**src/rtl/spi_slave.sv**
```systemverilog
// SPI slave with 2-FF input synchronizers, all four CPOL/CPHA modes, MSB-first,
// a one-word TX buffer and a one-word RX holding register with overrun/underrun flags.
module spi_slave #(
  parameter int unsigned        DATA_W  = 8,
  parameter bit                 CPOL    = 1'b0,
  parameter bit                 CPHA    = 1'b0,
  parameter logic [DATA_W-1:0]  TX_IDLE = '0
) (
  input  logic              clk_i,
  input  logic              rst_i,
  input  logic              sclk_i,
  input  logic              cs_i,
  input  logic              mosi_i,
  output logic              miso_o,
  output logic              miso_oe_o,
  input  logic [DATA_W-1:0] tx_data_i,
  input  logic              tx_valid_i,
  output logic              tx_ready_o,
  output logic [DATA_W-1:0] rx_data_o,
  output logic              rx_valid_o,
  input  logic              rx_ready_i,
  output logic              rx_overrun_o,
  output logic              tx_underrun_o
);

  localparam int unsigned      CNT_W    = $clog2(DATA_W);
  localparam logic [CNT_W-1:0] LAST_BIT = CNT_W'(DATA_W - 1);

  typedef enum logic {IDLE, ACTIVE} state_t;

  state_t state, state_next;

  logic sclk_s1, sclk_s2, sclk_q;
  logic cs_s1, cs_s2, cs_q;
  logic mosi_s1, mosi_s2;
  logic sync_primed, cs_armed;

  logic [CNT_W-1:0]  bit_cnt;
  logic [DATA_W-2:0] rx_shift;
  logic [DATA_W-1:0] tx_shift;
  logic [DATA_W-1:0] tx_buf;

  logic cs_fall, cs_rise, lead_edge, trail_edge;
  logic start, abort, sample, shift;
  logic word_done, load, tx_wr;
  logic [DATA_W-1:0] tx_word;

  // Synchronizers; cs_armed blocks a transfer from starting until CS has been
  // seen high after reset, so a CS held low through reset is not taken as a fall.
  always_ff @(posedge clk_i) begin
    if (rst_i) begin
      sclk_s1     <= CPOL;
      sclk_s2     <= CPOL;
      sclk_q      <= CPOL;
      cs_s1       <= 1'b1;
      cs_s2       <= 1'b1;
      cs_q        <= 1'b1;
      mosi_s1     <= 1'b0;
      mosi_s2     <= 1'b0;
      sync_primed <= 1'b0;
      cs_armed    <= 1'b0;
    end else begin
      sclk_s1     <= sclk_i;
      sclk_s2     <= sclk_s1;
      sclk_q      <= sclk_s2;
      cs_s1       <= cs_i;
      cs_s2       <= cs_s1;
      cs_q        <= cs_s2;
      mosi_s1     <= mosi_i;
      mosi_s2     <= mosi_s1;
      sync_primed <= 1'b1;
      if (sync_primed && cs_s1) begin
        cs_armed <= 1'b1;
      end
    end
  end

  assign cs_fall    = cs_armed && cs_q && !cs_s2;
  assign cs_rise    = !cs_q && cs_s2;
  assign lead_edge  = (sclk_s2 != CPOL) && (sclk_q == CPOL);
  assign trail_edge = (sclk_s2 == CPOL) && (sclk_q != CPOL);

  always_ff @(posedge clk_i) begin
    if (rst_i) begin
      state <= IDLE;
    end else begin
      state <= state_next;
    end
  end

  // Next state and per-cycle strobes; CPHA=0 skips the shift edge that follows
  // the last sample so the freshly loaded MSB stays on the line.
  always_comb begin
    state_next = state;
    start      = 1'b0;
    abort      = 1'b0;
    sample     = 1'b0;
    shift      = 1'b0;
    case (state)
      IDLE: begin
        if (cs_fall) begin
          state_next = ACTIVE;
          start      = 1'b1;
        end
      end
      ACTIVE: begin
        if (cs_rise) begin
          state_next = IDLE;
          abort      = 1'b1;
        end else if (CPHA) begin
          sample = trail_edge;
          shift  = lead_edge;
        end else begin
          sample = lead_edge;
          shift  = trail_edge && (bit_cnt != '0);
        end
      end
      default: state_next = IDLE;
    endcase
  end

  assign word_done = sample && (bit_cnt == LAST_BIT);
  assign load      = start || word_done;
  assign tx_wr     = tx_valid_i && tx_ready_o;
  assign tx_word   = tx_ready_o ? TX_IDLE : tx_buf;

  always_ff @(posedge clk_i) begin
    if (rst_i) begin
      bit_cnt       <= '0;
      rx_shift      <= '0;
      tx_shift      <= '0;
      tx_buf        <= '0;
      tx_ready_o    <= 1'b1;
      rx_data_o     <= '0;
      rx_valid_o    <= 1'b0;
      rx_overrun_o  <= 1'b0;
      tx_underrun_o <= 1'b0;
      miso_o        <= 1'b0;
      miso_oe_o     <= 1'b0;
    end else begin
      miso_oe_o     <= !cs_s1;
      tx_underrun_o <= load && tx_ready_o;
      rx_overrun_o  <= 1'b0;

      if (tx_wr) begin
        tx_buf     <= tx_data_i;
        tx_ready_o <= 1'b0;
      end else if (load) begin
        tx_ready_o <= 1'b1;
      end

      if (start || abort) begin
        bit_cnt  <= '0;
        rx_shift <= '0;
      end else if (sample) begin
        bit_cnt  <= word_done ? '0 : bit_cnt + CNT_W'(1);
        rx_shift <= {rx_shift[DATA_W-3:0], mosi_s2};
      end

      if (word_done) begin
        rx_data_o    <= {rx_shift, mosi_s2};
        rx_valid_o   <= 1'b1;
        rx_overrun_o <= rx_valid_o && !rx_ready_i;
      end else if (rx_valid_o && rx_ready_i) begin
        rx_valid_o <= 1'b0;
      end

      // MISO follows cs_s1 so it drops in the same cycle the enable does.
      if (cs_s1) begin
        miso_o <= 1'b0;
      end else if (load) begin
        if (CPHA) begin
          tx_shift <= tx_word;
        end else begin
          miso_o   <= tx_word[DATA_W-1];
          tx_shift <= {tx_word[DATA_W-2:0], 1'b0};
        end
      end else if (shift) begin
        miso_o   <= tx_shift[DATA_W-1];
        tx_shift <= {tx_shift[DATA_W-2:0], 1'b0};
      end else if (state_next == IDLE) begin
        miso_o <= 1'b0;
      end
    end
  end

endmodule

```
**config.mk**
```make
export PLATFORM = sky130hd
export DESIGN_NAME = spi_slave
export DESIGN_NICKNAME = d
export VERILOG_FILES = /design/src/rtl/spi_slave.sv
export SDC_FILE = /design/constraint.sdc
export NUM_CORES = 1
export LEC_CHECK = 0
export ABC_AREA = 1
export BUFFER_PORTS_ARGS = -buffer_cell sky130_fd_sc_hd__buf_2
export CORE_AREA = 8 8 76 78
export CTS_CLUSTER_DIAMETER = 200
export DETAILED_ROUTE_END_ITERATION = 6
export DIE_AREA = 0 0 84 86
export GPL_ROUTABILITY_DRIVEN = 0
export PLACE_DENSITY = 0.75
export SETUP_SLACK_MARGIN = 0.05
export SLEW_MARGIN = 25
export SYNTH_ARGS = -nofsm -noshare
export SYNTH_HDL_FRONTEND = slang
export SYNTH_SLANG_ARGS = --single-unit
```
**constraint.sdc**
```tcl
create_clock -name clk_i -period 3.1 [get_ports clk_i]
set_input_delay 0.62 -clock clk_i [delete_from_list [all_inputs] [get_ports clk_i]]
set_output_delay 0.62 -clock clk_i [all_outputs]
set_load 0.03 [all_outputs]
```
==> impl_metrics.json, run 1 <==
{
  "status": "finished, final reports clean",
  "portBuffers": 28,
  "holdWs_ps": 404.8,
  "syn_to_final_growth_pct": 12.38,
  "finalSetupViolCount": 0,
  "critPathSlowestCell": "dfxtp_1",
  "ys.warnings.count": 0,
  "synth_area_leader_cell": "dfxtp_1",
  "hold_violations": 0,
  "track_usage_pct": 11.86,
  "fp.coreArea_mm2": 0.004598,
  "yosys-top-cells-area": "dfxtp_1 (50%), nand2_1 (12%), nor2_1 (8.0%), inv_1 (6.5%), a21oi_1 (5.5%)",
  "netlist_instances": 270,
  "grt_max_degree": 22,
  "fp.dieW_um": 84,
  "dp_hpwl_mm": 2.858,
  "power.total_mw": 1.116,
  "cp.arrival_ps": 1150,
  "cts_buffer_depth": 2,
  "clkLatencyLatePin_ps": 310,
  "hold_path.class": "reg2reg",
  "drive_gt1_share_pct": 17.17,
  "drv_slew": 0,
  "diodes": 0,
  "cts_sinks": 50,
  "synth-seq-area-share_pct": 49.75,
  "dieArea_mm2": 0.007224,
  "avgViaCountPerCell": 4.772,
  "crit_path_start_kind": "flip-flop",
  "max_freq_mhz": 566.4,
  "leakage_nw": 1.053,
  "critical-path-max-stage-delay_ps": 570,
  "tns_ps": 0,
  "synth_ff_type": "dfxtp_1",
  "wirelength_mm": 4.061,
  "root_buffer": "clkbuf_8",
  "rsz0062_at_grt": "no",
  "vias": 1675,
  "dr.pass1.iters": 4,
  "drt_iter0_markers": 152,
  "num_rows": 25,
  "netlist.area_leader.share_pct": 49.75,
  "cts-resized-gates": 0,
  "fin_crit_ps": 1765,
  "overflow": 0,
  "grt_first_pass_wirelength_mm": 7.182,
  "final_net_count": 314,
  "crit_path_end_kind": "output port",
  "cp_num_buf_inv": 1,
  "numCtsBuffers": 5,
  "ys_seq_elements": 50,
  "skew_ps": 10.42,
  "crit_family": "flip-flops",
  "start_util_pct": 43.76,
  "cts_tree": "yes",
  "period_share_pct": 56.95,
  "synth_area_mm2": 0.002012,
  "drc": 0,
  "grt_pass1_vias": 1706,
  "worstMarginPinSlew_ps": 587.0,
  "path_cells": "buf_2",
  "ys_async_sr_fraction_pct": 0,
  "io_pins": 29,
  "path_clk_slew_ps": 90,
  "syn-num-nets": 288,
  "drv_cap": 0,
  "yosysUniqueCellTypes": 25,
  "critical_path_class": "reg2out",
  "drtAntennaViolNets": 0,
  "synth_common_cells": "nand2_1 (65), dfxtp_1 (50), nor2_1 (43)",
  "ir_worst_vdd_uv": 292.2,
  "p_per_area_mw_per_mm2": 493.4,
  "synth.avg_cell_area_um2": 7.452,
  "grt_antenna_before_repair": 0,
  "postCtsSetupBuffers": 0,
  "die_y_um": 86,
  "postCtsHoldBufs": 0,
  "wire_per_inst_um": 11.57,
  "yosysMostFrequentCell": "nand2_1",
  "h-tree-depth": 2,
  "critical_path_required_ps": 2480,
  "worstPathMaxFanout": 12,
  "relSlewSlack_pct": 60.83,
  "synth-edff-count": 0
}
-- layout by cell type, fill, tap and decap left out, drive strengths merged, types with 5 or more instances in the layout --
master and n:
nand3 12, a21oi 23, nand2 69, clkbuf 5, inv 38, buf 28, dfxtp 50, a211oi 5
o21ai 10, nor2 45
-- metal layers --
metal | GRT usage (%) | part of all wire, % | vias up
met5 | 0 | 0 | -
met2 | 20.35 | 48 | 38
li1 | - | - | 882
met4 | 4.239 | 0.76 | 0
met1 | 13.12 | 46 | 751
met3 | 4.360 | 5.5 | 4
-- metrics by stage --
step | cells | area [µm²] | setup WS [ps] | util (%)
final | 351 | 2261 | 1335 | 49.17
after global routing | 351 | 2261 | 1229 | 49.17
after CTS | 351 | 2261 | 1307 | 49.17
after global placement | 343 | 2171 | 1147 | 47.21
after detailed placement | 343 | 2171 | 1056 | 47.21
after floorplan | 270 | 2012 | 1732 | -
-- logic make-up after synthesis --
kind of cell,share of synthesized area (%)
compound gates,11.26
fa+ha+maj,1.866
buf+inv,9.515
flops,49.75
simple gates,27.61
-- final cells by class --
type / count / area [µm²]
clock inverters: 3 / 21.27
well taps: 54 / 67.56
fillers: 456 / 2337
clock buffers: 5 / 68.82
inverters: 38 / 142.6
multi-input cells: 173 / 819.5
repair buffers: 28 / 140.1
flip-flops and latches: 50 / 1001
-- sequential cells by signal, indices dropped and copies added (netlist names) --
register and count:
bit_cnt 3, cs_armed 1, cs_q 1, cs_s1 1, cs_s2 1, miso_o 1
miso_oe_o 1, mosi_s1 1, mosi_s2 1, rx_data_o 8, rx_overrun_o 1, rx_shift 7
rx_valid_o 1, sclk_q 1, sclk_s1 1, sclk_s2 1, state 1, sync_primed 1
tx_buf 8, tx_ready_o 1, tx_shift 7, tx_underrun_o 1
-- final timing paths --
kind	to	from	cells past startpoint	slack, ps
setup / recovery	tx_ready_o	tx_ready_o	1	1330
hold / removal	sclk_s2	sclk_s1	2	400
setup reg to reg	tx_shift[1]	bit_cnt[0]	8	1420
hold reg to reg	sclk_s2	sclk_s1	2	400
-- power breakdown --
group | switching (mW) | leakage [nW] | internal (mW)
Combinational | 0.0427 | 0.602 | 0.0218
Clock | 0.222 | 0.0441 | 0.159
Sequential | 0.0108 | 0.407 | 0.660
(Power assumes the default switching activity.)
==> run 2, diff against run 1 <==
- PLACE_DENSITY: 0.75 -> 0.78
- clock period: 3.1 -> 1.55 ns (I/O delays scaled with it)
==> impl_metrics.json, run 2 (synthesis gave the netlist of run 1 again) <==
{
  "crit_path_start_kind": "flip-flop",
  "tns_ps": 0,
  "drv_slew": 0,
  "overflow": 0,
  "fp.coreArea_mm2": 0.004598,
  "worstPathMaxFanout": 7,
  "dieArea_mm2": 0.007224,
  "diodes": 0,
  "skew_ps": 4.841,
  "relSlewSlack_pct": 69.33,
  "dp_hpwl_mm": 2.810,
  "path_clk_slew_ps": 80,
  "critical_path_class": "reg2reg",
  "die_y_um": 86,
  "postCtsHoldBufs": 0,
  "grt_pass1_vias": 1561,
  "rsz0062_at_grt": "no",
  "hold_violations": 0,
  "grt_max_degree": 19,
  "portBuffers": 28,
  "dr.pass1.iters": 4,
  "wirelength_mm": 4.181,
  "cts_sinks": 50,
  "max_freq_mhz": 718.2,
  "final_cell_area_mm2": 0.002425,
  "grt_first_pass_wirelength_mm": 6.755,
  "r2r_cells": 7,
  "placed_area_mm2": 0.002216,
  "period_share_pct": 89.84,
  "fin_crit_ps": 1392,
  "critical_path_required_ps": 1760,
  "root_buffer": "clkbuf_8",
  "fp.dieW_um": 84,
  "grt_antenna_before_repair": 0,
  "cp.arrival_ps": 1600,
  "power.total_mw": 2.259,
  "h-tree-depth": 2,
  "syn_to_final_growth_pct": 20.52,
  "place_inst": 349,
  "worstMarginPinSlew_ps": 458.6,
  "drt_iter0_markers": 93,
  "fillerInstances": 426,
  "multi_input_area_um2": 915.9,
  "numCtsBuffers": 5,
  "finalSetupViolCount": 0,
  "final_net_count": 325,
  "drv_cap": 0,
  "wire_per_inst_um": 11.55,
  "drtAntennaViolNets": 0,
  "vias": 1741,
  "layout.area.seq_mm2": 0.001007,
  "track_usage_pct": 11.35,
  "avgViaCountPerCell": 4.809,
  "clkLatencyLatePin_ps": 310,
  "critical-path-max-stage-delay_ps": 370,
  "layout_common_cells": "nand2_1 (65), dfxtp_1 (47), nor2_1 (43), inv_1 (34), buf_2 (28)",
  "holdWs_ps": 170.7,
  "path_cells": "ha_4 -> ha_4 -> nand4_4 -> nand3_4 -> nand2_4 -> nor2_1 -> nor2_1",
  "num_rows": 25,
  "cts_tree": "yes",
  "finalNonFillerCells": 362,
  "io_pins": 29,
  "ir_worst_vdd_uv": 535.8,
  "drc": 0,
  "status": "finished, final reports clean",
  "start_util_pct": 43.76,
  "crit_path_end_kind": "flip-flop",
  "holdPathStages": 2,
  "final_common_cell": "nand2_1",
  "cts_buffer_depth": 2,
  "leakage_nw": 1.126,
  "hold_path.class": "in2reg",
  "critPathSlowestCell": "dfxtp_4",
  "top_regs": "rx_data_o x8, tx_buf x8",
  "drive_gt1_share_pct": 22.08,
  "p_per_area_mw_per_mm2": 931.5
}
## run 2: cell types whose count changed in the layout (fill, tap and decap cells not counted), sizes merged
cell / change
buf: +8
nand2: +2
nand4: +1
clkinv: -1
clkbuf: +2
clkinvlp: -1
## run 2: stage by stage
stage	setup WS (ps)	util [%]
after floorplan	188.0	-
after global placement	125.8	48.19
after detailed placement	65.43	48.19
after CTS	55.31	50.18
after global routing	35.46	52.73
final	157.5	52.73
## run 2: layout make-up
type                    count  share of cell area (%)
flip-flops and latches     50                   41.54
multi-input cells         176                   37.77
repair buffers             36                   8.256
inverters                  38                   5.882
clock buffers               7                   3.560
well taps                  54                   2.786
clock inverters             1                  0.2064
## run 2: worst paths after layout
kind	start	end	slack, ps
max	bit_cnt[0]	tx_shift[6]	160
min	rx_ready_i	rx_overrun_o	170
max reg2reg	bit_cnt[0]	tx_shift[6]	160
min reg2reg	sclk_s1	sclk_s2	410
## run 2: metal layers
| metal | routed length [µm] | GRT usage, % |
|---|---|---|
| met2 | 1956 | 17.68 |
| met3 | 206 | 3.412 |
| met5 | 0 | 0 |
| met1 | 1911 | 13.20 |
| met4 | 106 | 7.535 |
## run 2: repair_timing
item / 4_1_cts / 5_1_grt
setup endpoints to repair: 0 / 14
gates resized for setup: 0 / 16
setup buffers: 0 / 2
hold endpoints to repair: 0 / 0
## run 2: critical path, delay by kind of cell (launching register included)
family                     cells  cell delay (ps)
and+or+nand+nor                5              640
adders and majority gates      2              270
DFF                            1              370
## run 2: where the power goes
group / leakage, nW / total, mW / switching, mW / internal, mW
Combinational: 0.669 / 0.151 / 0.0976 / 0.0534
Sequential: 0.409 / 1.33 / 0.0164 / 1.32
Clock: 0.0482 / 0.774 / 0.414 / 0.360
